### config.mk
export PLATFORM = sky130hd
export DESIGN_NAME = dmem_arbiter
export DESIGN_NICKNAME = d
export VERILOG_FILES = /design/src/rtl/dmem_pkg.sv /design/src/rtl/upg_wr_buf.sv /design/src/rtl/dmem_arbiter.sv
export SDC_FILE = /design/constraint.sdc
export NUM_CORES = 1
export LEC_CHECK = 0
export CORE_MARGIN = 2
export CORE_UTILIZATION = 40
export CTS_CLUSTER_SIZE = 40
export DETAILED_ROUTE_END_ITERATION = 12
export HOLD_SLACK_MARGIN = 0.1
export PLACE_DENSITY = 0.89
export SLEW_MARGIN = 20
export SYNTH_ARGS = -nofsm -noshare
export SYNTH_HDL_FRONTEND = slang
export SYNTH_SLANG_ARGS = --single-unit
### constraint.sdc
create_clock -name clk -period 3.3 [get_ports clk]
set_input_delay 0.66 -clock clk [delete_from_list [all_inputs] [get_ports clk]]
set_output_delay 0.66 -clock clk [all_outputs]
set_load 0.005 [all_outputs]
### src/rtl/dmem_pkg.sv
// dmem_pkg: shared state encodings and default widths for the data-memory arbiter
package dmem_pkg;
  typedef enum logic [1:0] {
    ST_IDLE    = 2'd0,
    ST_RD_WAIT = 2'd1,
    ST_RESP    = 2'd2
  } state_t;
  localparam int ADDR_W_DEF = 14;
  localparam int DATA_W_DEF = 32;
endpackage

### src/rtl/upg_wr_buf.sv
// upg_wr_buf: one-entry loader write buffer with push/pop and sticky overflow on a dropped push
module upg_wr_buf #(
  parameter int ADDR_W = 14,
  parameter int DATA_W = 32
) (
  input  logic              clk,
  input  logic              rstn,
  input  logic              push,
  input  logic              pop,
  input  logic [ADDR_W-1:0] push_addr,
  input  logic [DATA_W-1:0] push_data,
  output logic              valid,
  output logic [ADDR_W-1:0] addr,
  output logic [DATA_W-1:0] data,
  output logic              ovf
);
  logic load;
  assign load = push && (!valid || pop);
  always_ff @(posedge clk or negedge rstn)
    if (!rstn) begin
      valid <= 1'b0;
      addr  <= '0;
      data  <= '0;
      ovf   <= 1'b0;
    end else begin
      valid <= load || (valid && !pop);
      if (load) begin
        addr <= push_addr;
        data <= push_data;
      end
      if (push && valid && !pop) ovf <= 1'b1;
    end
endmodule

### src/rtl/dmem_arbiter.sv
// dmem_arbiter: shares the single-port data memory between MEM-stage loads/stores and the UART loader
module dmem_arbiter
  import dmem_pkg::*;
#(
  parameter int ADDR_W = ADDR_W_DEF,
  parameter int DATA_W = DATA_W_DEF,
  parameter int RD_LAT = 1
) (
  input  logic              clk,
  input  logic              rstn,
  input  logic              upg_active,
  input  logic              cpu_rd,
  input  logic              cpu_wr,
  input  logic [ADDR_W-1:0] cpu_addr,
  input  logic [DATA_W-1:0] cpu_wdata,
  output logic [DATA_W-1:0] cpu_rdata,
  output logic              cpu_stall,
  input  logic              upg_wen,
  input  logic [ADDR_W-1:0] upg_addr,
  input  logic [DATA_W-1:0] upg_wdata,
  output logic              mem_en,
  output logic              mem_we,
  output logic [ADDR_W-1:0] mem_addr,
  output logic [DATA_W-1:0] mem_wdata,
  input  logic [DATA_W-1:0] mem_rdata,
  output logic              upg_ovf
);
  localparam int CW = $clog2(RD_LAT + 1);
  state_t state;
  logic [CW-1:0] cnt;
  logic buf_valid;
  logic [ADDR_W-1:0] buf_addr;
  logic [DATA_W-1:0] buf_data;
  logic idle, rd_wait, rd_done, drain, live_wr, wr_go, cpu_go, st_go, ld_go;
  assign idle    = state == ST_IDLE;
  assign rd_wait = state == ST_RD_WAIT;
  assign rd_done = rd_wait && cnt == '0;
  assign drain   = idle && buf_valid;
  assign live_wr = idle && !buf_valid && upg_wen;
  assign wr_go   = drain || live_wr;
  assign cpu_go  = idle && !wr_go && !upg_active;
  assign st_go   = cpu_go && cpu_wr;
  assign ld_go   = cpu_go && cpu_rd && !cpu_wr;
  assign cpu_stall = rstn && (ld_go || rd_wait || (idle && (cpu_rd || cpu_wr) && (wr_go || upg_active)));
  assign mem_en    = rstn && (wr_go || st_go || ld_go);
  assign mem_we    = rstn && (wr_go || st_go);
  assign mem_addr  = !rstn ? '0 : drain ? buf_addr : live_wr ? upg_addr : (st_go || ld_go) ? cpu_addr : '0;
  assign mem_wdata = !rstn ? '0 : drain ? buf_data : live_wr ? upg_wdata : st_go ? cpu_wdata : '0;
  upg_wr_buf #(.ADDR_W(ADDR_W), .DATA_W(DATA_W)) u_buf (
    .clk(clk),
    .rstn(rstn),
    .push(upg_wen && !live_wr),
    .pop(drain),
    .push_addr(upg_addr),
    .push_data(upg_wdata),
    .valid(buf_valid),
    .addr(buf_addr),
    .data(buf_data),
    .ovf(upg_ovf)
  );
  always_ff @(posedge clk or negedge rstn)
    if (!rstn) begin
      state     <= ST_IDLE;
      cnt       <= '0;
      cpu_rdata <= '0;
    end else begin
      state <= ld_go ? ST_RD_WAIT : rd_done ? ST_RESP : state == ST_RESP ? ST_IDLE : state;
      cnt   <= ld_go ? CW'(RD_LAT - 1) : (rd_wait && cnt != '0) ? cnt - CW'(1) : cnt;
      if (rd_done) cpu_rdata <= mem_rdata;
    end
endmodule
* Yosys cells after proc, flatten, opt, wreduce, memory -nomap -nowiden
Index checks and enable logic that the tools add are counted.
W data, S select, Z words.
** Storage, ports and cells
- Flip-flop bits (word level) :: 83
- Input bits :: 130
- Output and inout bits :: 82
- Logic and storage cells :: 63
** Cells by class
- Add/subtract/negate cells :: 1
- Equal/unequal tests :: 2
- Multiplexer cells :: 13
- Bitwise gates (word level) :: 1
- Reductions and logical operators :: 39
** Operator list (number)
- $mux W32 :: 4
- $mux W14 :: 4
- $logic_and A1 B1 Y1 :: 20
- $logic_or A1 B1 Y1 :: 10
- $logic_not A1 Y1 :: 6
- $mux W2 :: 3
- $reduce_bool A3 Y1 :: 1
- $eq A2 B1 Y1 const B :: 1
- $eq A2 B2 Y1 const B :: 1
- $logic_not A2 Y1 :: 1
- $mux W1 :: 2
- $reduce_bool A2 Y1 :: 1
- $not A1 Y1 :: 1
- $sub A1 B1 Y1 const B :: 1

* Depth between registers and ports, before layout
- Depth after elaboration :: 14
- Mapped depth :: 6

* Modules after synthesis
A second synthesis with hierarchy kept.
** Second synthesis, totals
- Cell total of the unflattened synthesis :: 415
- Area total of the unflattened synthesis :: 4750.8 um^2
** Modules (own cells, without submodules)
- dmem_arbiter :: times used 1, cells an instance 312, area each 2796.4 um^2
- upg_wr_buf :: times used 1, cells an instance 103, area each 1954.4 um^2

* Worst setup path before layout
OpenSTA, ideal clock, no wires.
- Kind :: input-to-output
- Start point :: input port upg_wen
- End point :: output port mem_addr[10]
- Arrival :: 1581 ps
- Required time :: 2640 ps
- Path slack :: 1059 ps
- Cell stages on the path :: 5
- Buffers on the path :: 2
- Path through :: buf_6 nor3_2 buf_2 a32oi_1 a21oi_1
** On the way
- Cells in the longest elaborated chain, start to end :: 12
- Elaborated cells on any way between the ends :: 13
- Classes of those cells :: 4 x mux; 9 x reduce/logical
** Ends and longest elaborated chain
- start: declaration :: line dmem_arbiter.sv:18 : input logic upg_wen,
- $logic_and A1 B1 Y1 (*) :: line dmem_arbiter.sv:39 : assign live_wr = idle && !buf_valid && upg_wen;
- $logic_or A1 B1 Y1 :: line dmem_arbiter.sv:40 : assign wr_go = drain || live_wr;
- $logic_not A1 Y1 :: line dmem_arbiter.sv:41 : assign cpu_go = idle && !wr_go && !upg_active;
- $logic_and A1 B1 Y1 (2 in a row) :: line dmem_arbiter.sv:41
- $logic_and A1 B1 Y1 (2 in a row) :: line dmem_arbiter.sv:43 : assign ld_go = cpu_go && cpu_rd && !cpu_wr;
- $logic_or A1 B1 Y1 :: line dmem_arbiter.sv:47 : assign mem_addr = !rstn ? '0 : drain ? buf_addr : live_wr ? upg_addr : (st_go || ld_go) ? cpu_addr : '0;
- $mux W14 :: line dmem_arbiter.sv:47
- $mux W14 (*) (3 in a row) :: line dmem_arbiter.sv:47
- end: declaration :: line dmem_arbiter.sv:23 : output logic [ADDR_W-1:0] mem_addr,
Mark *: on every way between the ends. The rest lies on a longest branch, timed or not.

* Worst setup path after layout
- Start point :: input port upg_active
- End point :: output port mem_wdata[20]
** On the way
- Cells in the longest elaborated chain, start to end :: 7
** Ends and longest elaborated chain
- start: declaration :: line dmem_arbiter.sv:11 : input logic upg_active,
- $logic_not A1 Y1 :: line dmem_arbiter.sv:41
- $logic_and A1 B1 Y1 :: line dmem_arbiter.sv:41
- $logic_and A1 B1 Y1 :: line dmem_arbiter.sv:42 : assign st_go = cpu_go && cpu_wr;
- $mux W32 (4 in a row) :: line dmem_arbiter.sv:48 : assign mem_wdata = !rstn ? '0 : drain ? buf_data : live_wr ? upg_wdata : st_go ? cpu_wdata : '0;
- end: declaration :: line dmem_arbiter.sv:24 : output logic [DATA_W-1:0] mem_wdata,
No other way between the ends.

==> results.yml <==
outcome:
  status: "completed"
synthesis:
  synth_unique_cells: 30
  synth.ff_latch_count: 83
  yosysWarningCount: 0
  mappedNetlistArea_sq_um: 4500
  postSynthAreaPerCell_sq_um: 13.6
  netlist_instances: 331
  syn_nets: 461
  fraction_of_the_yosys_area_taken_by_sequential_cells_pct: 46.2
floorplan:
  ios: 212
  floorplan.die.height_microns: 110
  core_area_sq_um: 10900
  initial_core_util_pct: 41.3
  die_w_microns: 110
  rows: 38
  floorplan.die_area_sq_um: 12100
power:
  p_sw_mw: 0.933
  p_int_mw: 2.66
  power.share.combinational_pct: 34.3
  p_clk_share_pct: 22.8
  p_leak_nw: 3.05
  power_frac_seq_pct: 42.8
  power_density_of_the_placed_cells_nw_per_um2: 523
  proportion_of_total_power_due_to_net_switching_pct: 26.0
  ir_drop_mv: 0.301
place:
  detailedPlacementHpwl_microns: 9140
  buffer_ports.inserted: 211
  finalWeightedCongestion: 0.769
global_route:
  grt_use_total_pct: 21.0
  first_global_vias: 3953
  gr-total-overflow: 0
  number_of_antenna_violations_at_the_first_check_in_global_routing: 0
  pin_count_of_the_biggest_net_entering_global_routing: 58
  grt_first_pass_wirelength_microns: 19600
final_layout:
  multiInputGateArea_sq_um: 2170
  insertedDiodeCount: 0
  drive_gt1_share_pct: 22.6
  area_growth_syn_to_layout_pct: 52.8
  net_count_final: 661
  fillerInstances: 853
  layout.area.seq_sq_um: 2080
clock_network:
  post_cts_hold_buffer_count: 0
  cts.root.buffer_cell: "sky130_fd_sc_hd__clkbuf_8"
  cts_post_setup_buffers_inserted: 0
  cts_made_buffers: 9
  clock_insertion_delay_worst_skew_ns: 0.35
  clk_transition_reported_paths_ns: 0.09
  post_cts_resized: 0
  cts_buffer_depth: 2
  h_tree_level_count: 3
  cts_tree: "built"
  cts_num_sinks: 83
setup_path:
  critical-path-top-delay-family: "buffers and inverters"
  start_kind: "primary input"
  critical_path.cell_chain: "clkdlybuf4s50_1 > nor3b_4 > buf_12 > a221o_1 > o211a_1 > clkdlybuf4s50_1"
  crit_path_buf_inv_count: 3
  critical-path-max-stage-delay_ns: 0.53
  cp_common_cell: "sky130_fd_sc_hd__clkdlybuf4s50_1"
  worst-setup-path-type: "primary input to output pin"
  cpMaxStageDelayCell: "sky130_fd_sc_hd__clkdlybuf4s50_1"
  path_max_fanout: 32
  crit_arrival_ns: 2.55
  worst-endpoint-required_ns: 2.64
  crit_path_end_kind: "output pin"
timing:
  finalMaxSlewViolations: 0
  finalSetupViolations: 0
  timing.final.hold_violations: 0
  final_period_minus_worst_setup_slack_ns: 3.21
  hold_slack_ns: 0.138
  worst_slew_margin_rel_pct: 38.1
  final_min_period_over_clock_period_pct: 97.4
  max_clock_freq_mhz: 311
  final.setup.tns_ns: 0
  skew_ns: 0.0114
  rsz0062_at_grt: "no"
  worst_slew_pin_slew_ns: 0.929
detailed_routing:
  routed_wirelength_microns: 12800
  vias: 3745
  post_drt_wl_per_cell_microns: 18.9
  viasPerCell: 5.54
  detail_route.drc_violations: 0
  dr.first_iter.drc_count: 232
  firstDrtPassIters: 6
  detail-route-antenna-nets: 0
flow_run:
  drv_cap: 0
worst_hold_path:
  holdCritPathClass: "primary input to async pin"
## cells in the mapped netlist (all sizes together)
| master | count | area (sq um) |
|---|---|---|
| or2 | 3 | 21.3 |
| mux2 | 78 | 1030 |
| nor2b | 1 | 6.26 |
| a21boi | 2 | 15.0 |
| dfrtp | 83 | 2080 |
| o21ai | 17 | 88.8 |
| nor2 | 1 | 3.75 |
| o211a | 33 | 330 |
| nor3b | 3 | 37.5 |
| a31o | 1 | 8.76 |
| nand3 | 1 | 17.5 |
| a221o | 32 | 320 |
| nor3 | 1 | 10.0 |
| buf | 22 | 213 |
| or3 | 1 | 11.3 |
| clkbuf | 14 | 52.6 |
| a22o | 1 | 10.0 |
| maj3 | 1 | 10.0 |
| inv | 2 | 7.51 |
| nand3b | 2 | 15.0 |
| a21oi | 16 | 80.1 |
| a32oi | 14 | 123 |
| nand2b | 2 | 12.5 |
## worst paths after layout
| path | from | endpoint | slack (ns) | cells after the start |
|---|---|---|---|---|
| min in group clk | u_buf.ovf | u_buf.ovf | 0.50 | 1 |
| worst min register to register | u_buf.ovf | u_buf.ovf | 0.50 | 1 |
| worst max register to register | u_buf.valid | u_buf.data[5] | 0.99 | 4 |
| worst min-delay path | rstn | u_buf.addr[12] | 0.14 | 1 |
| worst max-delay path | upg_active | mem_wdata[20] | 0.09 | 6 |
| max in group asynchronous | rstn | u_buf.data[11] | 2.21 | 2 |
## stage by stage
stage | power (mW) | instances | cell area, sq um | worst slack (ns) | util, %
after floorplan | 2.13 | 331 | 4500 | 1.06 | -
after global placement | 2.73 | 660 | 6650 | 0.152 | 61.1
after detailed placement | 2.79 | 660 | 6650 | 0.0867 | 61.1
after CTS | 3.64 | 676 | 6880 | 0.0800 | 63.1
after global routing | 3.80 | 676 | 6880 | 0.00954 | 63.1
final | 3.59 | 676 | 6880 | 0.0870 | 63.1
## flip-flops by register name, indices dropped and copies added (netlist names)
register and cells:
u_buf.data 32, state 2, u_buf.valid 1, u_buf.addr 14, cpu_rdata 32, cnt 1, u_buf.ovf 1
## cells by family after synthesis
kind of cell | synth area share, %
buffers and inverters | 6.06
and+or+nand+nor | 3.00
AOI/OAI and AO/OA | 21.7
adders and majority gates | 0.222
DFF | 46.2
muxes | 22.9
## power by group through the flow
stage	Combinational, mW	Clock [mW]	Sequential [mW]
floorplan	0.619	0	1.51
finish	1.23	0.821	1.54
global route	1.32	0.898	1.58
global placement	1.20	0	1.53
CTS	1.25	0.853	1.54
detailed placement	1.24	0	1.55
## cell type report
class	count	share of cell area [%]
flip-flops and latches	83	30.2
inverters	2	0.109
well taps	140	2.55
multi-input cells	210	31.5
clock inverters	6	1.27
clock buffers	10	2.00
repair buffers	225	32.3
## metal layers
metal | wire (microns) | share of wire (%) | vias up | global-route usage (%)
met5 | 0 | 0 | - | 0
met4 | 246 | 1.9 | 0 | 8.41
met3 | 830 | 6.5 | 20 | 4.12
met2 | 6800 | 53 | 176 | 38.2
met1 | 4910 | 38 | 1846 | 24.2
li1 | - | - | 1703 | -
## cell usage in the layout, fill, tap and decap left out, types with 2 or more instances in the layout
cell and n:
sky130_fd_sc_hd__bufinv_16 2, sky130_fd_sc_hd__a221o_1 32, sky130_fd_sc_hd__o21ai_0 16, sky130_fd_sc_hd__nor3b_4 3
sky130_fd_sc_hd__inv_1 2, sky130_fd_sc_hd__mux2_2 38, sky130_fd_sc_hd__nand3b_1 2, sky130_fd_sc_hd__dfrtp_1 83
sky130_fd_sc_hd__buf_4 14, sky130_fd_sc_hd__a21oi_1 16, sky130_fd_sc_hd__a32oi_1 14, sky130_fd_sc_hd__clkdlybuf4s50_1 209
sky130_fd_sc_hd__nand2b_1 2, sky130_fd_sc_hd__a21boi_0 2, sky130_fd_sc_hd__clkbuf_8 10, sky130_fd_sc_hd__o211a_1 33
sky130_fd_sc_hd__mux2_4 40, sky130_fd_sc_hd__clkinv_2 2
Power figures use the tool's default switching activity.
